File: src/rtl/alu_pipe.sv
// Single-stage ALU with a valid/ready handshake on both sides and an optional
// accumulator that can stand in for operand A.
module alu_pipe #(
  parameter int WIDTH  = 8,
  parameter int ACC_EN = 1
) (
  input  logic             clk,
  input  logic             rst,
  input  logic [WIDTH-1:0] a,
  input  logic [WIDTH-1:0] b,
  input  logic [3:0]       sel,
  input  logic             acc_sel,
  input  logic             acc_wr,
  input  logic             in_valid,
  output logic             in_ready,
  output logic [WIDTH+1:0] y,
  output logic [3:0]       flags,
  output logic             out_valid,
  input  logic             out_ready,
  output logic [WIDTH-1:0] acc_q
);

  localparam int W2 = WIDTH + 2;

  logic [WIDTH-1:0] op_a;
  logic [WIDTH-1:0] lg;
  logic [W2-1:0]    ax;
  logic [W2-1:0]    bx;
  logic [W2-1:0]    res;
  logic             cout;
  logic             ovf;
  logic             xfer;

  assign in_ready = !out_valid || out_ready;
  assign xfer     = in_valid && in_ready;

  assign op_a = ((ACC_EN != 0) && acc_sel) ? acc_q : a;
  assign ax   = {{2{op_a[WIDTH-1]}}, op_a};
  assign bx   = {{2{b[WIDTH-1]}}, b};

  // The extended add carries into bit WIDTH exactly what the WIDTH-bit unsigned
  // add carries out, so cout = sum[WIDTH] ^ opA[WIDTH] ^ opB[WIDTH].
  // Decrement adds all-ones, whose bit WIDTH is 1.
  always_comb begin
    res  = '0;
    lg   = '0;
    cout = 1'b0;
    case (sel)
      4'h0: begin res = ax + W2'(1); cout = res[WIDTH] ^ ax[WIDTH];          end
      4'h1: begin res = ax - W2'(1); cout = ~(res[WIDTH] ^ ax[WIDTH]);       end
      4'h2: begin res = ax << 1;     cout = op_a[WIDTH-1];                   end
      4'h3: begin res = bx + W2'(1); cout = res[WIDTH] ^ bx[WIDTH];          end
      4'h4: begin res = bx - W2'(1); cout = ~(res[WIDTH] ^ bx[WIDTH]);       end
      4'h5: begin res = bx << 1;     cout = b[WIDTH-1];                      end
      4'h6: begin res = ax + bx;     cout = res[WIDTH] ^ ax[WIDTH] ^ bx[WIDTH]; end
      4'h7: begin res = ax << 2;     cout = op_a[WIDTH-1] | op_a[WIDTH-2];   end
      4'h8: lg = ~op_a;
      4'h9: lg = ~b;
      4'hA: lg = op_a & b;
      4'hB: lg = op_a | b;
      4'hC: lg = op_a ^ b;
      4'hD: lg = ~(op_a ^ b);
      4'hE: lg = ~(op_a & b);
      4'hF: lg = ~(op_a | b);
      default: res = '0;
    endcase
    if (sel[3]) res = {{2{lg[WIDTH-1]}}, lg};
  end

  assign ovf = !sel[3] && !((&res[W2-1:WIDTH-1]) || !(|res[W2-1:WIDTH-1]));

  always_ff @(posedge clk or posedge rst) begin
    if (rst) begin
      out_valid <= 1'b0;
      y         <= '0;
      flags     <= '0;
    end else if (xfer) begin
      out_valid <= 1'b1;
      y         <= res;
      flags     <= {res[W2-1], (res == '0), ovf, cout};
    end else if (out_ready) begin
      out_valid <= 1'b0;
    end
  end

  generate
    if (ACC_EN != 0) begin : g_acc
      always_ff @(posedge clk or posedge rst) begin
        if (rst)
          acc_q <= '0;
        else if (xfer && acc_wr)
          acc_q <= res[WIDTH-1:0];
      end
    end else begin : g_no_acc
      assign acc_q = '0;
    end
  endgenerate

endmodule

File: config.mk
export PLATFORM = sky130hd
export DESIGN_NAME = alu_pipe
export DESIGN_NICKNAME = d
export VERILOG_FILES = /design/src/rtl/alu_pipe.sv
export SDC_FILE = /design/constraint.sdc
export NUM_CORES = 1
export LEC_CHECK = 0
export CORE_ASPECT_RATIO = 0.75
export CORE_MARGIN = 4
export CORE_UTILIZATION = 30
export DETAILED_ROUTE_END_ITERATION = 7
export HOLD_SLACK_MARGIN = 0.05
export PLACE_DENSITY_LB_ADDON = 0.2
export SYNTH_ARGS = -nofsm -noshare
export SYNTH_HDL_FRONTEND = slang
export SYNTH_SLANG_ARGS = --single-unit
File: constraint.sdc
create_clock -name clk -period 2.7 [get_ports clk]
set_input_delay 0.675 -clock clk [delete_from_list [all_inputs] [get_ports clk]]
set_output_delay 0.675 -clock clk [all_outputs]
set_load 0.005 [all_outputs]
# Word level (Yosys, flattened, before mapping)
# Index checks and enable logic that the tools add are counted.
[word_totals] reg_bits=23 latch_bits=0 ram_bits=0 rom_bits=0 out_inout_bits=24 word_cells=62 mem_count=0
[classes] add_sub_neg=5 n_mul=0 n_div=0 magnitude_cmp=0 eq_ne=15 n_shift=0 muxes=7 n_bitwise=17 reduce_logical=14
[ops] operator="$pmux W10 S8" n=1
[ops] operator="$pmux W8 S8" n=1
[ops] operator="$not A8 Y8" n=5
[ops] operator="$eq A4 B4 Y1 const B" n=8
[ops] operator="$add A8 B2 Y9 const B" n=2
[ops] operator="$sub A8 B2 Y9 const B" n=2
[ops] operator="$eq A4 B3 Y1 const B" n=4
[ops] operator="$logic_not A10 Y1" n=1
[ops] operator="$mux W10" n=1
[ops] operator="$add A8 B8 Y9" n=1
[ops] operator="$and A8 B8 Y8" n=1
[ops] operator="$eq A4 B2 Y1 const B" n=2
[ops] operator="$mux W8" n=1
[ops] operator="$or A8 B8 Y8" n=1
[ops] operator="$pmux W1 S8" n=1
[ops] operator="$xor A8 B8 Y8" n=1
[ops] operator="$xor A1 B1 Y1" n=6
[ops] operator="$eq A4 B1 Y1 const B" n=1
[ops] operator="$logic_not A1 Y1" n=4
[ops] operator="$logic_not A4 Y1" n=1
[ops] operator="$logic_and A1 B1 Y1" n=3
[ops] operator="$reduce_and A3 Y1" n=1
[ops] operator="$reduce_or A3 Y1" n=1
[ops] operator="$logic_or A1 B1 Y1" n=2
[ops] operator="other kinds (4)" n=6

# Logic depth before layout (Yosys ltp)
# Gate-level depths: netlist of run 1.
[depth] word_depth=10 ltp_mapped=14 depth_no_buf=13

# Worst setup path after synthesis of run 1
# No wires, ideal clock.
[synth_timing] path_kind="input port to flip-flop" start="in acc_sel" end="reg flags[2]" setup_time_ps=67 t_arrival_ps=3348 slack_ps=-715 path_stages=10 path_cell_list="buf_6 > mux2i_1 > ha_1 > xor2_1 > a221o_1 > a221oi_1 > a21oi_2 > or4_4 > nor4b_2 > a22o_1"
[synth_via] elab_chain_cells=6
[synth_lines] item="start, declared" line_no="12" rtl="input logic acc_sel,"
[synth_lines] item="$mux W8 *" line_no="37" rtl="assign op_a = ((ACC_EN != 0) && acc_sel) ? acc_q : a;"
[synth_lines] item="parallel branches: the longest is 3 deep, another holds $add A8 B8 Y9"
[synth_lines] item="$mux W10 *" line_no="67" rtl="if (sel[3]) res = {{2{lg[WIDTH-1]}}, lg};"
[synth_lines] item="$logic_not A10 Y1 *" line_no="80" rtl="flags <= {res[W2-1], (res == '0), ovf, cout};"
[synth_lines] item="end signal, assigned" line_no="80"
[synth_lines] item="end, declared" line_no="17" rtl="output logic [3:0] flags,"
# Mark *: on every way between the ends.
# A chain may end at the register's enable or synchronous reset.

# Worst setup path after layout of run 1
# Same ends and word-level chain as after synthesis.

==> metrics.yaml, run 1 <==
ys_warn_count: 0
hold_path_end: "y[3]"
dr.pass1.iters: 4
hp-class: "flip-flop to flip-flop"
path_class: "primary input to flip-flop"
min_period_ns: 3.03
vias: 4078
synth_area_leader_cell: "dfrtp_1"
yosysSeqAreaShare_pct: 17.1
critPathLaunchType: "primary input"
r2r_cells: 10
synth.cell_area_um2: 3210
worst_path_largest_cell_delay_ns: 0.52
clockBufferDepth: 2
drt_first_iter_violations: 357
critPathMostFrequentCell: "inv_2"
chipWidth_um: 127
leakage_nw: 2.50
critical_path.cell_chain: "buf_12, mux2i_4, inv_2, ha_4, inv_2, fa_2, nor2b_4, buf_6, o32a_1, o22ai_2, o22a_1, or4_4, nor4b_4, a22o_1"
pin_count: 50
area_growth_pct: 78.3
ir_drop_uv: 255
reg2reg_from: "acc_q[1]"
syn_inst: 429
fin_hold_ws_ns: 0.478
h-tree-depth: 1
arrival_ns: 3.23
worst_slew_margin_rel_pct: 62.9
min_path_cells: 2
place_congestion: 0.934
viasPerCell: 5.44
clk_pin_slew_ns: 0.06
clock_latency_ns: 0.26
root_buffer: "clkbuf_16"
fin_nets: 662
ys.flop_type: "dfrtp_1"
rsz0062_at_grt: "yes"
outcome: "complete, but fails checks"
row_count: 32
path_delay_family: "simple AND/OR/NAND/NOR gates"
diodes: 0
initial_core_util_pct: 31.0
dp.cells: 721
cts_tree: "yes"
grtUsageTotal_pct: 22.2
setup_viol: 10
dpl.hpwl_um: 10900
critical_path_required_ns: 2.90
fillers: 927
worst_pin_slew_ns: 0.552
final_antenna_net_count: 0
crit_path_max_fanout: 6
p_per_area_nw_per_um2: 449
critPathBufInv: 4
cts_sinks: 22
design.die.area_um2: 12400
violations: "negative setup slack"
numCtsBuffers: 3
post-synth-top-count-cell: "nand2_1"
reg2reg_to: "flags[2]"
fin_crit_sh_pct: 112
final_cells: 749
totalWireLength_um: 14100
r2r_slack_ns: -0.10
synth_top_cells_by_count: "nand2_1 (63), nor2_1 (26), o21ai_0 (25)"
synth_area_per_cell_um2: 7.49
synth-seq-cells: 22
ys_types: 70
yosys-top-cells-area: "dfrtp_1 (17%), ha_1 (8.2%), nand2_1 (7.4%), xnor2_1 (6.3%), o21ai_0 (3.9%)"
die_y_um: 97.6
hold_violations: 0
postSynthNetCount: 477
wl_per_cell_um: 18.8
multiInputGateArea_um2: 3040
antenna_found_initial: 0
drv_cap: 0
io_buffer_count: 49
grt_pass1_vias: 4017
crit_slowest_cell: "or4_4"
min_from: "y[3]"
max_freq_mhz: 330
grt_max_degree: 29
end_kind: "flip-flop"
grt_first_pass_wirelength_um: 22000
drive_gt1_share_pct: 43.4
drv_slew: 0
synth_top_area_share_pct: 17.1
synth_edf_count: 0
core_um2: 10400
fin_skew_ns: 0.00201
drc_errors: 0
grt_overflow: 0
ys_async_sr_fraction_pct: 100
worst_slack_ns: -0.328
seqCellArea_um2: 551
-- area by class of cell --
type                            instances  area share [%]
Multi-Input combinational cell        355            53.0
Timing Repair Buffer                  208            31.0
Clock inverter                          1           0.524
Tap cell                              136            2.97
Inverter                               24            1.57
Sequential cell                        22            9.62
Clock buffer                            3            1.31
-- layer usage --
metal | up-vias | track usage [%] | part of all wire [%] | routed length [um]
met3 | 22 | 4.56 | 6.6 | 935
met2 | 139 | 31.9 | 44 | 6130
li1 | 1958 | - | - | -
met5 | - | 0 | 0 | 0
met4 | 0 | 5.44 | 1.9 | 271
met1 | 1959 | 33.3 | 48 | 6740
-- worst min-delay path, delay by kind of cell (launching register included) --
| family | cells | cell delay [ns] |
|---|---|---|
| DFF | 1 | 0.34 |
| and+or+nand+nor | 2 | 0.11 |
-- how the worst max path moves through the flow --
stage	from	endpoint	slack, ns	depth (start not counted)
final	acc_sel	flags[2]	-0.33	14
after global routing	acc_sel	flags[2]	-0.42	14
after CTS	acc_sel	flags[2]	-0.48	15
after detailed placement	acc_sel	flags[2]	-1.13	15
after global placement	acc_sel	flags[2]	-1.07	12
after floorplan	acc_sel	flags[2]	-0.43	14
-- power breakdown --
| group | leakage [nW] | switching, mW | total (mW) | internal, mW |
|---|---|---|---|---|
| Sequential | 0.268 | 0.0633 | 0.461 | 0.397 |
| Clock | 0.0511 | 0.129 | 0.424 | 0.295 |
| Combinational | 2.18 | 0.777 | 1.68 | 0.907 |
| Total | 2.50 | 0.970 | 2.57 | 1.60 |
-- registers in the layout (all words and copies together), names as in the netlist --
signal,flops
out_valid,1
flags,3
acc_q,8
y,10
-- stage by stage --
stage | worst slack [ns] | total power [mW] | setup TNS (ns) | util (%) | cell area, um^2
6_report | -0.328 | 2.57 | -1.47 | 55.2 | 5730
5_1_grt | -0.424 | 2.72 | -2.32 | 55.2 | 5730
2_1_floorplan | -0.434 | 1.15 | -0.885 | - | 3360
3_3_place_gp | -1.07 | 1.80 | -14.82 | 47.6 | 4930
3_5_place_dp | -1.13 | 1.81 | -15.57 | 47.6 | 4930
4_1_cts | -0.477 | 2.42 | -3.89 | 52.7 | 5460
-- layout by cell type (no fill, tap or decap), drive strengths merged, types with 7 or more instances in the layout --
cell type and instances:
clkbuf 9, nand2 63, nor2 26, buf 159, nor3 13, dfrtp 22, mux2 7, dlymetal6s2s 7
nand3 8, mux2i 12, inv 24, ha 21, clkdlybuf4s50 32, a21oi 24, xor2 7, a211oi 12
xnor2 23, o21ai 28, nand2b 10
-- kinds of logic (layout without fill, tap and decap cells) --
| family | count (synthesis) | count (layout) | share of synthesized area (%) |
|---|---|---|---|
| adder cells (fa/ha/maj) | 22 | 22 | 8.80 |
| buffers and inverters | 52 | 236 | 6.89 |
| multiplexers | 19 | 19 | 6.82 |
| AND/OR/NAND/NOR | 159 | 159 | 25.1 |
| AO/OA/AOI/OAI | 125 | 125 | 27.0 |
| XOR/XNOR | 30 | 30 | 8.18 |
| flip-flops | 22 | 22 | 17.1 |
-- timing repair --
action | CTS | global route
resized for setup | 62 | 70
hold buffers | 0 | 0
setup buffers | 27 | 8
gates cloned | 0 | 1
endpoints found under the setup margin | 20 | 16
pin swaps | 31 | 46
(Power assumes the default switching activity.)
==> inputs of run 2 (changes only) <==
==> constraint.sdc (replaced) <==
create_clock -name clk -period 3.45 [get_ports clk]
set_input_delay 0.8625 -clock clk [delete_from_list [all_inputs] [get_ports clk]]
set_output_delay 0.8625 -clock clk [all_outputs]
set_load 0.005 [all_outputs]
==> run 2 against run 1 <==
The flow now finishes without violations. Global-route usage down 2.0 points. First-iteration DRC count down 27%. Critical path depth down 4. Wire length down 9.5%. Sequential share of layout area up 1.1 points. Die area unchanged.
==> metrics.yaml, run 2 (synthesis gave the netlist of run 1 again) <==
initial_core_util_pct: 31.0
design.die.area_um2: 12400
top_register: "y"
crit_slowest_cell: "or4_4"
antenna_found_initial: 0
layout_commonest_cell: "buf_4"
arrival_ns: 3.59
io_buffer_count: 49
worst_slack_ns: 0.0680
core_um2: 10400
min_from: "y[8]"
drv_cap: 0
root_buffer: "clkbuf_16"
fin_hold_ws_ns: 0.463
r2r_slack_ns: 0.51
grt_first_pass_wirelength_um: 20500
diodes: 0
chipWidth_um: 127
largestRegisters: "y (10), acc_q (8), flags (3)"
grt_overflow: 0
grt_max_degree: 23
outcome: "completed"
ir_drop_uv: 175
p_per_area_nw_per_um2: 339
hp-class: "flip-flop to flip-flop"
pin_count: 50
setup_tns_ns: 0
multiInputGateArea_um2: 2680
clk_pin_slew_ns: 0.06
path_class: "primary input to flip-flop"
die_y_um: 97.6
cts_sinks: 22
final_cell_mix: "buf_4 (123), nand2_1 (63), clkdlybuf4s50_1 (41)"
fin_nets: 636
worst_slew_margin_rel_pct: 41.1
final_antenna_net_count: 0
max_freq_mhz: 296
setup_viol: 0
drc_errors: 0
grtUsageTotal_pct: 20.2
area_growth_pct: 59.3
drt_first_iter_violations: 259
end_kind: "flip-flop"
h-tree-depth: 1
numCtsBuffers: 3
clockBufferDepth: 2
reg2reg_from: "acc_q[1]"
worst_pin_slew_ns: 0.883
detailedPlace.worstSlack_ns: -0.717
place_congestion: 0.937
crit_path_max_fanout: 2
postLayoutCellArea_um2: 5120
critical_path.cell_chain: "clkdlybuf4s50_1, inv_1, ha_1, xor2_1, a221o_1, a221oi_2, a21oi_2, or4_4, nor4b_4, a22o_1"
min_period_ns: 3.38
largest_reg_flops: 10
clock_latency_ns: 0.26
reg2reg_to: "flags[2]"
hold_violations: 0
dr.pass1.iters: 5
fin_skew_ns: 0.00689
fin_crit_sh_pct: 98.0
critical_path_required_ns: 3.66
cts_tree: "yes"
hold_path_end: "y[8]"
hold_buffers: 0
r2r_cells: 10
drive_gt1_share_pct: 33.2
leakage_nw: 2.23
totalWireLength_um: 12700
total_power_mw: 1.73
seqCellArea_um2: 551
drv_slew: 0
crit_start: "b[3]"
vias: 3887
critPathLaunchType: "primary input"
worst_path_largest_cell_delay_ns: 0.52
fillers: 1014
grt_pass1_vias: 3849
placed_area_um2: 4710
wl_per_cell_um: 17.6
dpl.hpwl_um: 10300
row_count: 32
viasPerCell: 5.38
min_path_cells: 2
## run 2: worst max-delay path: cells and delay by family
family          cells  cell delay, ns
buf+inv             2            0.58
xor+xnor            1            0.17
simple gates        2            0.81
fa+ha+maj           1            0.34
compound gates      4            0.82
## run 2: timing repair
item,4_1_cts,5_1_grt
resized for setup,25,43
cloned,0,0
buffers inserted,3,5
setup endpoints to repair,11,10
pin swaps,12,26
## run 2: report_power, final
part	internal [mW]	leakage (nW)	total, mW	switching, mW
Sequential	0.311	0.268	0.370	0.0589
Combinational	0.584	1.92	1.09	0.501
Clock	0.177	0.0442	0.277	0.0997
## run 2: cell type report
cell class	instances	area share, %
multi-input cells	355	52.3
repair buffers	182	30.1
flip-flops and latches	22	10.8
well taps	136	3.33
inverters	24	1.76
clock buffers	4	1.74
## run 2: worst max path at each step
stage | to | slack [ns] | cells after the start
2_1_floorplan | flags[2] | -0.08 | 11
3_3_place_gp | flags[2] | -0.61 | 15
3_5_place_dp | flags[2] | -0.72 | 15
4_1_cts | acc_q[5] | 0.01 | 14
5_1_grt | flags[2] | -0.02 | 10
6_report | flags[2] | 0.07 | 10
## run 2: per-stage QoR
step / cells / util [%]
2_1_floorplan: 429 / -
3_3_place_gp: 712 / 45.4
3_5_place_dp: 712 / 45.4
4_1_cts: 719 / 47.6
5_1_grt: 723 / 49.3
6_report: 723 / 49.3
## run 2: routing by layer
metal | part of all wire (%) | track usage [%]
met4 | 1.1 | 3.13
met3 | 6.0 | 2.69
met5 | 0 | 0
met2 | 44 | 30.2
met1 | 49 | 31.0
==> inputs of run 3 (changes only) <==
--- a/config.mk
+++ b/config.mk
@@ -9,6 +9,7 @@
 export CORE_MARGIN = 4
 export CORE_UTILIZATION = 30
 export DETAILED_ROUTE_END_ITERATION = 7
+export GPL_TIMING_DRIVEN = 0
 export HOLD_SLACK_MARGIN = 0.05
 export PLACE_DENSITY_LB_ADDON = 0.2
 export SYNTH_ARGS = -nofsm -noshare
==> run 3 against run 2 <==
Sequential share of layout area grew 1.2 points. Clock skew shrank 0.0048 ns. Largest power group unchanged. Clock power shrank 13%. Total power shrank 6.8%. Utilization shrank 5.1 points. Via count shrank 5.4%. Wire length grew 0.46%. Maximum frequency shrank 0.21%. Hold slack gained 0.0077 ns. Global-route usage shrank 0.43 points. Count of clock-buffer cells in the layout shrank 1. Sequential cell count is the same.
==> metrics.yaml, run 3 (synthesis gave the netlist of run 1 again) <==
vias: 3678
totalWireLength_um: 12800
final_cell_mix: "nand2_1 (62), clkdlybuf4s50_1 (36), buf_4 (33)"
end_kind: "flip-flop"
drt_first_iter_violations: 321
io_buffer_count: 49
cts_sinks: 22
max_freq_mhz: 295
worst_slack_ns: 0.0608
path_class: "primary input to flip-flop"
setup_viol: 0
largestRegisters: "y (10), acc_q (8), flags (3)"
hold_buffers: 0
grt_overflow: 0
grt_pass1_vias: 3460
diodes: 0
antenna_found_initial: 0
crit_path_max_fanout: 10
internal_power_uw: 964
p_comb_share_pct: 62.0
fin_crit_sh_pct: 98.2
outcome: "completed"
largest_reg_flops: 10
min_period_ns: 3.39
area_growth_pct: 42.9
grt_max_degree: 23
p_per_area_nw_per_um2: 352
pin_count: 50
place_congestion: 0.962
power_frac_seq_pct: 23.2
chipWidth_um: 127
grt_first_pass_wirelength_um: 19700
drc_errors: 0
clockBufferDepth: 2
cts_tree: "yes"
die_y_um: 97.6
initial_core_util_pct: 31.0
fin_skew_ns: 0.00205
root_buffer: "clkbuf_16"
ir_drop_uv: 179
layout_commonest_cell: "nand2_1"
dr.pass1.iters: 5
fin_hold_ws_ns: 0.470
arrival_ns: 3.58
numCtsBuffers: 3
hp-class: "flip-flop to flip-flop"
design.die.area_um2: 12400
viasPerCell: 5.74
hold_violations: 0
critPathBufInv: 2
r2r_slack_ns: 0.58
final_antenna_net_count: 0
clk_pin_slew_ns: 0.06
final_core_util_pct: 44.3
row_count: 32
drv_cap: 0
clock_latency_ns: 0.25
h-tree-depth: 1
top_register: "y"
drv_slew: 0
crit_slowest_cell: "or4_4"
fin_nets: 555
worst_slew_margin_rel_pct: 33.4
detailedPlace.worstSlack_ns: -1.16
critical_path_required_ns: 3.64
worst_path_largest_cell_delay_ns: 0.56
dpl.hpwl_um: 9610
critical_path.cell_chain: "clkdlybuf4s50_1, buf_4, nand2b_4, o221ai_1, a41o_1, a2111oi_4, a21oi_2, or4_4, nor4b_4, a22o_1"
wl_per_cell_um: 19.9
grtUsageTotal_pct: 19.8
path_delay_family: "compound AO/OA/AOI/OAI gates"
switching_share_pct: 40.3
core_um2: 10400
drive_gt1_share_pct: 25.3
critPathLaunchType: "primary input"
p_switching_uw: 650
leakage_nw: 1.82
worst_pin_slew_ns: 0.990
pwr-share-clk_pct: 14.9
run 3: cell types whose count changed in the layout (fill, tap and decap cells not counted), sizes merged:
cell | previous run | this run
buf | 134 | 40
clkbuf | 5 | 17
dlygate4sd2 | 2 | 9
clkdlybuf4s50 | 41 | 36
dlymetal6s2s | 4 | 2
run 3: path summary, 6_finish.rpt:
| kind | depth (start not counted) | startpoint | to |
|---|---|---|---|
| max | 10 | sel[1] | flags[2] |
| min | 2 | y[8] | y[8] |
| max reg2reg | 11 | acc_q[1] | flags[2] |
| min reg2reg | 2 | y[8] | y[8] |
| max in group asynchronous | 2 | rst | flags[1] |
| min in group asynchronous | 2 | rst | y[1] |
run 3: worst reg2reg max path, delay by kind of cell, from the launching register on:
kind / cells / cell delay [ns]
multiplexers: 1 / 0.25
AO/OA/AOI/OAI: 4 / 0.65
buffers and inverters: 1 / 0.19
flip-flops: 1 / 0.44
adder cells (fa/ha/maj): 1 / 0.25
AND/OR/NAND/NOR: 3 / 0.88
XOR/XNOR: 1 / 0.16
run 3: area by class of cell:
cell class                 instances  area [um^2]
tap                              136          170
fill                            1044         5780
buffer                            26          186
sequential                        22          551
multi-input combinational        355         2820
inverter                          24         92.6
timing repair buffer              75          699
clock buffer                       3         75.1
run 3: repair_timing:
item,in CTS,in global routing
gates cloned,1,0
setup buffers,23,3
resized for setup,84,40
pin swaps,20,10
setup endpoints to repair,16,6
run 3: metal layers:
| layer | share of wire [%] | vias to the layer above | global-route usage (%) |
|---|---|---|---|
| li1 | - | 1732 | - |
| met1 | 50 | 1768 | 30.9 |
| met2 | 41 | 156 | 27.3 |
| met3 | 7.7 | 22 | 4.12 |
| met4 | 1.8 | 0 | 4.12 |
| met5 | 0 | - | 0 |
run 3: metrics by stage:
step / cell area, um^2 / TNS, ns / power, mW / cells
6_report: 4590 / 0 / 1.61 / 641
3_5_place_dp: 3890 / -11.34 / 1.16 / 614
3_3_place_gp: 3880 / -11.32 / 1.16 / 614
5_1_grt: 4590 / -0.0111 / 1.72 / 641
4_1_cts: 4470 / 0 / 1.56 / 640
2_1_floorplan: 3220 / -0.0790 / 0.852 / 429
run 3: power by group through the flow:
stage / sequential (mW) / clock (mW) / combinational (mW)
after floorplan: 0.363 / 0 / 0.489
after global placement: 0.368 / 0 / 0.789
after detailed placement: 0.369 / 0 / 0.789
after CTS: 0.373 / 0.245 / 0.944
after global routing: 0.382 / 0.257 / 1.08
final: 0.374 / 0.240 / 1.00
